==> src/rtl/vend_pkg.sv <==
// Shared definitions for the vending controller slice.
// Contents:
//   state_t     - controller state encoding (3 bits)
//   COIN_*      - coin acceptor codes
//   coin_value  - unit value of a coin code (0 for none/invalid)
package vend_pkg;

  typedef enum logic [2:0] {
    IDLE   = 3'd0,
    CREDIT = 3'd1,
    VEND   = 3'd2,
    CHANGE = 3'd3,
    REFUND = 3'd4
  } state_t;

  localparam logic [1:0] COIN_NONE = 2'b00;
  localparam logic [1:0] COIN_ONE  = 2'b01;
  localparam logic [1:0] COIN_TWO  = 2'b10;
  localparam logic [1:0] COIN_BAD  = 2'b11;

  function automatic logic [1:0] coin_value(input logic [1:0] code);
    case (code)
      COIN_ONE: coin_value = 2'd1;
      COIN_TWO: coin_value = 2'd2;
      default:  coin_value = 2'd0;
    endcase
  endfunction

endpackage

==> src/rtl/vend_payout.sv <==
// Payout engine shared by change and refund: a down-counter that emits one
// chg_pulse per unit, each pulse followed by one gap cycle.
// Ports:
//   clk, rst    - clock, synchronous active-high reset
//   load        - start a payout of load_val units (first pulse next cycle)
//   load_val    - number of units to pay
//   chg_pulse   - registered one-cycle pulse per unit
//   done        - gap cycle with nothing left to pay (also high when idle)
//   count       - units still owed after the pulse currently shown
module vend_payout #(
  parameter int W = 4
) (
  input  logic         clk,
  input  logic         rst,
  input  logic         load,
  input  logic [W-1:0] load_val,
  output logic         chg_pulse,
  output logic         done,
  output logic [W-1:0] count
);

  logic [W-1:0] cnt_q;
  logic         pulse_q;

  // The first pulse is issued straight from the load so the pattern starts
  // on the first cycle of CHANGE/REFUND; after that pulses alternate with gaps.
  always_ff @(posedge clk) begin
    if (rst) begin
      cnt_q   <= '0;
      pulse_q <= 1'b0;
    end else if (load) begin
      if (load_val != '0) begin
        cnt_q   <= load_val - W'(1);
        pulse_q <= 1'b1;
      end else begin
        cnt_q   <= '0;
        pulse_q <= 1'b0;
      end
    end else if (pulse_q) begin
      pulse_q <= 1'b0;
    end else if (cnt_q != '0) begin
      cnt_q   <= cnt_q - W'(1);
      pulse_q <= 1'b1;
    end
  end

  assign chg_pulse = pulse_q;
  assign done      = !pulse_q && (cnt_q == '0);
  assign count     = cnt_q;

endmodule

==> src/rtl/vend_controller.sv <==
// Vending sequencing controller: accumulates coin credit against PRICE,
// runs the dispense request/acknowledge handshake, then pays out change;
// refunds credit on cancel or inactivity timeout.
// Ports:
//   clk, rst     - clock, synchronous active-high reset
//   coin         - per-cycle coin code (00 none, 01 one, 10 two, 11 invalid)
//   cancel       - user cancel (honoured in CREDIT only)
//   disp_ack     - dispense mechanism done (honoured in VEND only)
//   disp_req     - registered dispense request
//   chg_pulse    - registered pulse per returned unit
//   coin_reject  - pulse: previous cycle's coin was not accepted
//   credit       - credit in IDLE/CREDIT, units still owed in CHANGE/REFUND
//   busy         - registered, high in VEND/CHANGE/REFUND
module vend_controller
  import vend_pkg::*;
#(
  parameter int PRICE       = 3,
  parameter int CREDIT_W    = 4,
  parameter int TIMEOUT_CYC = 1000000,
  parameter int TMR_W       = 20
) (
  input  logic                clk,
  input  logic                rst,
  input  logic [1:0]          coin,
  input  logic                cancel,
  input  logic                disp_ack,
  output logic                disp_req,
  output logic                chg_pulse,
  output logic                coin_reject,
  output logic [CREDIT_W-1:0] credit,
  output logic                busy
);

  state_t              state_q, state_d;
  logic [CREDIT_W-1:0] credit_q, credit_d;
  logic [CREDIT_W-1:0] chg_q, chg_d;
  logic [TMR_W-1:0]    timer_q, timer_d;
  logic                reject_d;
  logic                disp_req_q, busy_q, reject_q;
  logic                pay_load, pay_done;
  logic [CREDIT_W-1:0] pay_val, pay_count;
  logic [CREDIT_W-1:0] value, sum;

  assign value = CREDIT_W'(coin_value(coin));
  assign sum   = credit_q + value;

  // Next-state logic. In CREDIT, cancel beats a coin, and an accepted coin
  // beats the timeout since it restarts the idle period.
  always_comb begin
    state_d  = state_q;
    credit_d = credit_q;
    chg_d    = chg_q;
    timer_d  = timer_q;
    reject_d = (coin == COIN_BAD);
    pay_load = 1'b0;
    pay_val  = '0;
    case (state_q)
      IDLE, CREDIT: begin
        if (state_q == CREDIT && cancel) begin
          reject_d = (coin != COIN_NONE);
          state_d  = REFUND;
          pay_load = 1'b1;
          pay_val  = credit_q;
          credit_d = '0;
          timer_d  = '0;
        end else if (value != '0) begin
          timer_d = '0;
          if (sum >= CREDIT_W'(PRICE)) begin
            state_d  = VEND;
            chg_d    = sum - CREDIT_W'(PRICE);
            credit_d = '0;
          end else begin
            state_d  = CREDIT;
            credit_d = sum;
          end
        end else if (state_q == CREDIT) begin
          if (timer_q == TMR_W'(TIMEOUT_CYC - 1)) begin
            state_d  = REFUND;
            pay_load = 1'b1;
            pay_val  = credit_q;
            credit_d = '0;
            timer_d  = '0;
          end else begin
            timer_d = timer_q + TMR_W'(1);
          end
        end
      end
      VEND: begin
        reject_d = (coin != COIN_NONE);
        if (disp_ack) begin
          chg_d = '0;
          if (chg_q != '0) begin
            state_d  = CHANGE;
            pay_load = 1'b1;
            pay_val  = chg_q;
          end else begin
            state_d = IDLE;
          end
        end
      end
      CHANGE, REFUND: begin
        reject_d = (coin != COIN_NONE);
        if (pay_done) state_d = IDLE;
      end
      default: state_d = IDLE;
    endcase
  end

  // State and registered outputs; outputs are derived from the next state so
  // they line up with the state they describe.
  always_ff @(posedge clk) begin
    if (rst) begin
      state_q    <= IDLE;
      credit_q   <= '0;
      chg_q      <= '0;
      timer_q    <= '0;
      disp_req_q <= 1'b0;
      busy_q     <= 1'b0;
      reject_q   <= 1'b0;
    end else begin
      state_q    <= state_d;
      credit_q   <= credit_d;
      chg_q      <= chg_d;
      timer_q    <= timer_d;
      disp_req_q <= (state_d == VEND);
      busy_q     <= (state_d == VEND) || (state_d == CHANGE) || (state_d == REFUND);
      reject_q   <= reject_d;
    end
  end

  vend_payout #(.W(CREDIT_W)) u_payout (
    .clk       (clk),
    .rst       (rst),
    .load      (pay_load),
    .load_val  (pay_val),
    .chg_pulse (chg_pulse),
    .done      (pay_done),
    .count     (pay_count)
  );

  assign disp_req    = disp_req_q;
  assign busy        = busy_q;
  assign coin_reject = reject_q;
  assign credit      = (state_q == CHANGE || state_q == REFUND) ? pay_count : credit_q;

endmodule
==> config.mk <==
export PLATFORM = sky130hd
export DESIGN_NAME = vend_controller
export DESIGN_NICKNAME = d
export VERILOG_FILES = /design/src/rtl/vend_pkg.sv /design/src/rtl/vend_payout.sv /design/src/rtl/vend_controller.sv
export SDC_FILE = /design/constraint.sdc
export NUM_CORES = 1
export LEC_CHECK = 0
export ABC_CLOCK_PERIOD_IN_PS = 2800
export CORE_MARGIN = 2
export CORE_UTILIZATION = 43
export CTS_BUF_LIST = sky130_fd_sc_hd__clkbuf_8
export DETAILED_ROUTE_END_ITERATION = 10
export PLACE_DENSITY = 0.62
export SLEW_MARGIN = 20
export SYNTH_ARGS = -nofsm -noshare
export SYNTH_HDL_FRONTEND = slang
export SYNTH_SLANG_ARGS = --single-unit
==> constraint.sdc <==
create_clock -name clk -period 2.8 [get_ports clk]
set_clock_uncertainty 0.1 [all_clocks]
set_input_delay 0.42 -clock clk [delete_from_list [all_inputs] [get_ports clk]]
set_output_delay 0.42 -clock clk [all_outputs]
set_load 0.1 [all_outputs]
## After elaboration in Yosys (flattened, before gate mapping)

Index checks and enable logic that the tools add are counted.

- Add/subtract/negate cells: 5
- Magnitude comparators: 1
- Equality and inequality tests: 16
- Muxes and demuxes: 49
- Reduce and logical (&&, ||, !) cells: 24

Operators by type and width:

| cell | number |
|---|---|
| 20-bit 2-to-1 mux | 4 |
| 4-bit 2-to-1 mux | 20 |
| 20-bit by 1-bit adder with 20-bit output (second input constant) | 1 |
| 20-bit equality test (second input constant) | 1 |
| 3-bit 2-to-1 mux | 6 |
| 4-bit one-hot mux with 2 select lines | 2 |
| 4-bit nonzero test | 4 |
| 3-bit by 2-bit equality test with 1-bit output (second input constant) | 4 |
| 1-bit 2-to-1 mux | 11 |
| 2-bit != test (second input constant) | 5 |
| 3-bit one-hot mux with 3 select lines | 1 |
| 4-bit by 1-bit subtractor with 4-bit output (second input constant) | 2 |
| 3-bit equality test (second input constant) | 2 |
| 2-bit nonzero test | 3 |
| 3-bit nonzero test | 2 |
| 5-bit AND reduction | 1 |
| 4-bit by 2-bit adder with 4-bit output | 1 |
| 2-bit equality test (second input constant) | 2 |
| 4-bit by 2-bit >= comparator with 1-bit output (second input constant) | 1 |
| 4-bit logical NOT | 1 |
| 2-bit 2-to-1 mux | 2 |
| 1-bit one-hot mux with 2 select lines | 2 |
| 2-bit one-hot mux with 2 select lines | 1 |
| 2-bit AND reduction | 2 |
| 10 further kinds | 14 |

- Flip-flop bits (word level): 39
- Logic and storage cells: 104

## Logic depth before layout (Yosys ltp)

Gate-level depths: netlist (run 1).

- Depth after elaboration: 11
- Gate-level depth with buffers: 9
- Mapped depth without buffers: 9

## Hierarchy

A second synthesis (run 1) with hierarchy kept.

- Cells, all modules: 306
- Area, all modules: 2518.7 um^2

Modules (own cells, without submodules):

| module | times used | cells each | area each (um^2) | sequential area each (um^2) |
|---|---|---|---|---|
| vend_controller | 1 | 266 | 2193.4 | 680.7 |
| vend_payout | 1 | 40 | 325.3 | 100.1 |

## Least setup slack after synthesis (run 1)

No wires, ideal clock.

- Path type: reg2out
- Start: register state_q[2]
- End: output credit[2]
- Arrival time: 3.176 ns
- Data required time: 2.280 ns
- Setup slack: -0.896 ns
- Stages on the path, launching flop included: 6
- Buffers on the path: 1
- Cells stage by stage: dfxtp_1 clkbuf_1 nand2b_1 or2_2 nand2_1 o21ai_0

- Longest elaborated chain between the ends: 3
- Elaborated cells on any way between the ends: 4
- Classes of those cells: eq/ne: 2; mux: 1; reduce/logical: 1

Ends and longest elaborated chain:

| element | RTL line | text |
|---|---|---|
| from (decl) | vend_controller.sv:34 | `state_t state_q, state_d;` |
| from (signal assigned) | vend_controller.sv:121 | `state_q <= state_d;` |
| 3-bit by 2-bit equality test with 1-bit output / 3-bit equality test (equally long branches) | vend_controller.sv:144 | `assign credit = (state_q == CHANGE \|\| state_q == REFUND) ? pay_count : credit_q;` |
| 1-bit logical OR * | vend_controller.sv:144 |  |
| 4-bit 2-to-1 mux * | vend_controller.sv:144 |  |
| to (decl) | vend_controller.sv:30 | `output logic [CREDIT_W-1:0] credit,` |

Mark *: on every way between the ends. The rest lies on a longest branch, timed or not.

## Final worst setup path (run 1)

- Start: input coin[0]
- End: register disp_req_q, in the netlist disp_req

- Longest elaborated chain between the ends: 9
- Elaborated cells on any way between the ends: 11
- Classes of those cells: add/sub: 1; order compare: 1; eq/ne: 3; mux: 5; reduce/logical: 1

Ends and longest elaborated chain:

| element | RTL line | text |
|---|---|---|
| from (decl) | vend_controller.sv:24 | `input logic [1:0] coin,` |
| 2-bit equality test / 2-bit by 1-bit equality test with 1-bit output (equally long branches) | vend_pkg.sv:22 | `case (code)` |
| 2-bit one-hot mux with 2 select lines * | vend_pkg.sv:22 |  |
| 4-bit by 2-bit adder with 4-bit output | vend_controller.sv:45 | `assign sum = credit_q + value;` |
| 4-bit by 2-bit >= comparator with 1-bit output | vend_controller.sv:68 | `if (sum >= CREDIT_W'(PRICE)) begin` |
| 2-bit 2-to-1 mux | vend_controller.sv:68 |  |
| 3-bit 2-to-1 mux * | vend_controller.sv:66 | `end else if (value != '0) begin` |
| 3-bit 2-to-1 mux * | vend_controller.sv:59 | `if (state_q == CREDIT && cancel) begin` |
| 3-bit one-hot mux with 3 select lines * | vend_controller.sv:57 | `case (state_q)` |
| 3-bit by 2-bit equality test with 1-bit output * | vend_controller.sv:125 | `disp_req_q <= (state_d == VEND);` |
| to (signal assigned) | vend_controller.sv:125 |  |
| to (decl) | vend_controller.sv:39 | `logic disp_req_q, busy_q, reject_q;` |

Marked as above.
A chain may end at the register's enable or synchronous reset.

==> results of run 1 <==
cells in the final DEF, fill, tap and decap left out, types with 4 or more instances in the layout:
| cell | synthesis | layout |
|---|---|---|
| nor3_1 | 11 | 10 |
| nor2_1 | 50 | 49 |
| ha_1 | 9 | 7 |
| nand2_1 | 20 | 20 |
| xnor2_1 | 21 | 21 |
| clkbuf_8 | 0 | 6 |
| o21ai_0 | 9 | 7 |
| a21oi_1 | 14 | 14 |
| inv_1 | 15 | 15 |
| nand3_1 | 7 | 6 |
| o211ai_1 | 4 | 4 |
| buf_4 | 0 | 28 |
| nor4_1 | 4 | 4 |
| dfxtp_1 | 39 | 39 |
| clkdlybuf4s50_1 | 0 | 4 |
| buf_12 | 0 | 4 |
| a31oi_1 | 4 | 4 |
| o2111ai_1 | 5 | 4 |
| or3_1 | 5 | 5 |
registers in the layout, summed over array words and instances (netlist names):
signal and count:
timer_q 20, chg_q 4, credit_q 4, u_payout.count 4, state_q 3, busy 1
coin_reject 1, disp_req 1, u_payout.chg_pulse 1
layout make-up:
type | count | area [µm²] | share of cell area [%]
timing repair buffer | 37 | 343 | 11.9
sequential | 39 | 781 | 27.0
multi-input combinational | 224 | 1510 | 52.0
clock inverter | 2 | 35.0 | 1.21
clock buffer | 6 | 82.6 | 2.85
inverter | 15 | 56.3 | 1.95
tap | 72 | 90.1 | 3.11
what timing repair did:
| action | 4_1_cts | 5_1_grt |
|---|---|---|
| pin swaps | 0 | 2 |
| setup endpoints to repair | 1 | 28 |
| setup buffers | 0 | 1 |
| resized for setup | 1 | 11 |
power by group through the flow:
stage / registers (mW) / logic [mW] / clock network [mW]
after global placement: 0.686 / 0.764 / 0
after detailed placement: 0.686 / 0.772 / 0
after global routing: 0.684 / 0.861 / 0.523
final: 0.675 / 0.797 / 0.496
after floorplan: 0.754 / 0.481 / 0
after CTS: 0.673 / 0.780 / 0.507
metal layers:
| metal | routed length [µm] | global-route usage, % | part of all wire [%] |
|---|---|---|---|
| met1 | 2620 | 24.2 | 46 |
| met2 | 2850 | 33.2 | 50 |
| met3 | 194 | 3.56 | 3.4 |
| met4 | 84 | 7.72 | 1.5 |
| met5 | 0 | 0 | 0 |
worst min-delay path: cells and delay by family (launching register included):
family,cells,cell delay [ns]
flops,1,0.36
compound gates,1,0.07
simple gates,1,0.07
through the flow:
stage | setup WS (ns) | cell area [µm²]
finish | 0.0826 | 2890
floorplan | -0.399 | 2360
CTS | -0.00594 | 2840
global route | -0.00744 | 2890
detailed placement | -0.301 | 2720
global placement | -0.207 | 2720
synthesized netlist by cell type (all sizes together) (3+ instances only):
cell     instances  area share, %
nor4bb           3            1.3
buf              5            1.5
xnor2           21            7.8
dfxtp           39             33
or2              3           0.90
clkbuf           8            1.3
nor2            50            7.9
inv             15            2.4
nor4             4            1.1
o211ai           4            1.3
nand3            7            1.5
and4             3            1.1
a21oi           14            3.0
nor2b            3           0.79
nand2           20            3.2
nand4            3            1.1
o21ai           10            2.6
o2111ai          5            1.9
nor3            11            2.3
a31oi            4            1.1
and3             4            1.1
o31ai            4            1.7
ha               9            4.8
mux2i            3            1.3
or3              5            1.3
kinds of logic after synthesis:
logic type	Yosys count
AND/OR/NAND/NOR	129
flip-flops	39
XOR/XNOR	23
adder cells (fa/ha/maj)	10
multiplexers	3
buffers and inverters	28
AO/OA/AOI/OAI	59
path summary, 6_finish.rpt:
kind	to	slack, ns	cells past startpoint	start
setup / recovery	disp_req	0.08	10	coin[0]
hold / removal	timer_q[1]	0.44	2	timer_q[1]
setup reg to reg	disp_req	0.37	8	credit_q[0]
hold reg to reg	timer_q[1]	0.44	2	timer_q[1]
==> qor.yml, run 1 <==
status:
  status: "finished clean"
power:
  comb_power_share_pct: 40.5
  total_power_mw: 1.97
  pwr_density_cell_mw_per_mm2: 681
  ir_drop_v: 0.000342
  power.share.sequential_pct: 34.3
  switching_share_pct: 38.2
  p_leak_nw: 1.07
  clkPwrFrac_pct: 25.2
  p_int_mw: 1.22
  p_sw_uw: 751
setup_path:
  start_kind: "input port"
  cp_slowest_cell: "fa_1"
  cp_cell_sequence: "clkdlybuf4s50_1 > ha_1 > ha_2 > fa_1 > ha_2 > nor2_4 > buf_4 > a31oi_1 > o221a_1 > nor3b_1"
  max_stage_delay_ns: 0.54
  crit_path_max_fanout: 3
  crit_family: "adder cells"
  crit_path_end_kind: "flip-flop"
  crit_buf_inv: 2
  crit_required_ns: 2.92
  worstPathArrival_ns: 2.84
  critPathKind: "input port to flip-flop"
  cp_common_cell: "ha_2"
cells_and_area:
  layout-drive-gt1-share_pct: 18.0
  stdcell_count: 395
  fin_util_pct: 53.5
  antenna_cells: 0
  finalNetCount: 338
  nFillCells: 515
  area.growth.synth_to_final_pct: 22.3
clocking:
  cts_buffers: 5
  clock_path_buffers: 2
  cts-root-buf: "clkbuf_8"
  cts_sinks: 39
  cts.clk_slew.worst_paths_ns: 0.08
  hold_buffers: 0
  clock_latency_ns: 0.30
  cts_tree: "built"
  htreeDepth: 2
synth:
  synth_mux_area_share_pct: 1.27
  synthAdderAreaFrac_pct: 5.61
  syn_inst: 291
  yosysWarnings: 0
  synth_top_flop_cell: "dfxtp_1"
  synth_xor_area_share_pct: 8.52
  synth_area_mm2: 0.00236
  synth.ff_latch_count: 39
  syn_area_per_cell_um2: 8.13
  yosysSeqAreaShare_pct: 33.0
  yosys.area_share.simple_pct: 28.2
  synth_top_family_by_area: "simple AND/OR/NAND/NOR gates"
  synth_cell_type_count: 57
  synth_edf_count: 0
  synth-compound-area-share_pct: 18.2
  async_flop_share_pct: 0
  synth_nets: 307
timing:
  finalSetupViolations: 0
  fin_crit_sh_pct: 97.1
  relSlewSlack_pct: 58.1
  fmax_mhz: 368
  timing.hold.ws_ns: 0.439
  setup_tns_ns: 0
  fin_crit_ns: 2.72
  maxSlewViolCount: 0
  worst_slew_pin_slew_ns: 0.622
  hold_violations: 0
routing:
  post_drt_wl_per_cell_um: 14.6
  drtAntennaViolNets: 0
  dr.pass1.iters: 4
  wl_um: 5760
  drc_errors: 0
  routed_via_density: 5.39
  drtIter0Drc: 134
  routed-via-count: 2130
global_route:
  overflow: 0
  grt_start_max_net_pins: 21
  first_global_vias: 2021
  gr-usage-all-layers_pct: 19.4
  antenna_found_initial: 0
  grt_pass1_wl_um: 9380
min_path:
  hp-class: "flip-flop to flip-flop"
placed_design:
  portBuffers: 13
  dp.cells: 386
  detailed_place_hpwl_um: 4240
  place.gp.congestion: 0.868
floorplan:
  io_pins: 14
  core_mm2: 0.00541
  die_w_um: 78.2
  start_util_pct: 43.8
  floorplan.rows: 27
  die_y_um: 78.2
  die_area_mm2: 0.00611
job:
  cap_violations: 0
Note: power is estimated with default switching activity, not from simulation.
==> inputs of run 2 (changes only) <==
- CORE_UTILIZATION: 43 -> 62
- PLACE_DENSITY: 0.62 -> 0.84
==> qor.yml, run 2 (same netlist as run 1, synthesis figures left out) <==
clocking:
  clock_latency_ns: 0.29
  cts_tree: "built"
  cts.clk_slew.worst_paths_ns: 0.08
  htreeDepth: 2
  cts_sinks: 39
  clock_path_buffers: 2
  cts-root-buf: "clkbuf_8"
  cts_buffers: 5
floorplan:
  io_pins: 14
  die_y_um: 65.8
  floorplan.rows: 22
  die_w_um: 65.8
  start_util_pct: 64.6
  core_mm2: 0.00366
  die_area_mm2: 0.00432
setup_path:
  rr_startpoint: "timer_q[0]"
  cp_cell_sequence: "clkdlybuf4s50_1 > inv_1 > buf_4 > ha_1 > or4_4 > o21ai_4 > mux2i_1 > a2111oi_2"
  crit_buf_inv: 3
  crit_required_ns: 2.90
  crit_path_max_fanout: 9
  ff2ff_path_depth: 7
  worstPathArrival_ns: 2.75
  cp_slowest_cell: "or4_4"
  crit_family: "buffers and inverters"
  crit_path_end_kind: "flip-flop"
  max_stage_delay_ns: 0.59
  rrSetupSlack_ns: 0.39
  critPathKind: "input port to flip-flop"
  start_kind: "input port"
  r2r_end: "timer_q[7]"
min_path:
  hold_depth: 2
  min_to: "timer_q[1]"
  min_from: "timer_q[1]"
  hp-class: "flip-flop to flip-flop"
cells_and_area:
  multi_input_area_mm2: 0.00148
  largest_reg_flops: 20
  most-common-layout-cells: "49 x nor2_1, 39 x dfxtp_1, 24 x buf_4, 21 x xnor2_1, 20 x nand2_1"
  area.growth.synth_to_final_pct: 18.0
  stdcell_count: 367
  mostFrequentLayoutCell: "nor2_1"
  finalNetCount: 334
  nFillCells: 257
  antenna_cells: 0
  layout-drive-gt1-share_pct: 15.0
  regMostFlops: "timer_q"
  final-seq-area_um2: 781
timing:
  rsz0062_at_grt: "false"
  fmax_mhz: 377
  finalWorstSetupSlack_ns: 0.147
  fin_crit_ns: 2.65
  maxSlewViolCount: 0
  setup_tns_ns: 0
  relSlewSlack_pct: 64.1
  hold_violations: 0
  fin_crit_sh_pct: 94.8
  worst_slew_pin_slew_ns: 0.530
  finalSetupViolations: 0
placed_design:
  dp.cells: 359
  detailed_place_hpwl_um: 4010
  place.gp.congestion: 0.883
  preCtsSetupSlack_ns: -0.203
  portBuffers: 13
power:
  p_leak_nw: 1.04
  ir_drop_v: 0.000432
  total_power_mw: 1.88
  pwr_density_cell_mw_per_mm2: 672
routing:
  drtAntennaViolNets: 0
  drc_errors: 0
  drtIter0Drc: 223
  post_drt_wl_per_cell_um: 14.7
  routed-via-count: 2184
  wl_um: 5400
  dr.pass1.iters: 4
  routed_via_density: 5.95
global_route:
  antenna_found_initial: 0
  grt_start_max_net_pins: 21
  grt_pass1_wl_um: 9500
  first_global_vias: 2097
  overflow: 0
  gr-usage-all-layers_pct: 27.9
status:
  status: "finished clean"
job:
  cap_violations: 0
-- run 2: repair_timing --
action | in CTS | in global routing
gates resized for setup | 0 | 5
setup endpoints to repair | 0 | 9
setup buffers | 0 | 0
hold endpoints to repair | 0 | 0
hold buffers | 0 | 0
-- run 2: worst max-delay path by stage --
stage / startpoint / to / slack [ns] / cells after the start
after global routing: coin[1] / chg_q[1] / 0.02 / 11
final: coin[1] / u_payout.count[0] / 0.15 / 8
after global placement: coin[1] / busy / -0.18 / 10
after CTS: coin[1] / busy / 0.09 / 10
after floorplan: state_q[2] / credit[1] / -0.40 / 6
after detailed placement: coin[1] / busy / -0.20 / 10
-- run 2: metal layers --
metal	routed length [µm]	GRT usage [%]	vias to the layer above
li1	-	-	1093
met1	2520	35.5	1033
met2	2640	47.6	50
met3	175	5.14	8
met4	60	8.59	0
met5	0	0	-
-- run 2: worst min-delay path: stages, from the launching register on --
cell,delay [ns]
dfxtp_1,0.35
a2bb2oi_1,0.07
nor2_1,0.08
-- run 2: power breakdown --
part	internal, mW	switching [mW]	leakage, nW
combinational	0.303	0.475	0.664
clock	0.221	0.195	0.0557
sequential	0.614	0.0676	0.316
-- run 2: cell type report --
class	instances	share of cell area (%)
Multi-Input combinational cell	224	53.2
Sequential cell	39	28.0
Timing Repair Buffer	33	11.1
Clock buffer	7	3.45
Tap cell	48	2.15
Inverter	15	2.02
Clock inverter	1	0.134
-- run 2: through the flow --
stage	instance area, µm²	utilization [%]	hold slack [ns]
after detailed placement	2670	72.9	0.434
final	2790	76.2	0.437
after CTS	2770	75.6	0.450
after floorplan	2360	-	0.377
after global routing	2790	76.2	0.471
after global placement	2670	72.9	0.397
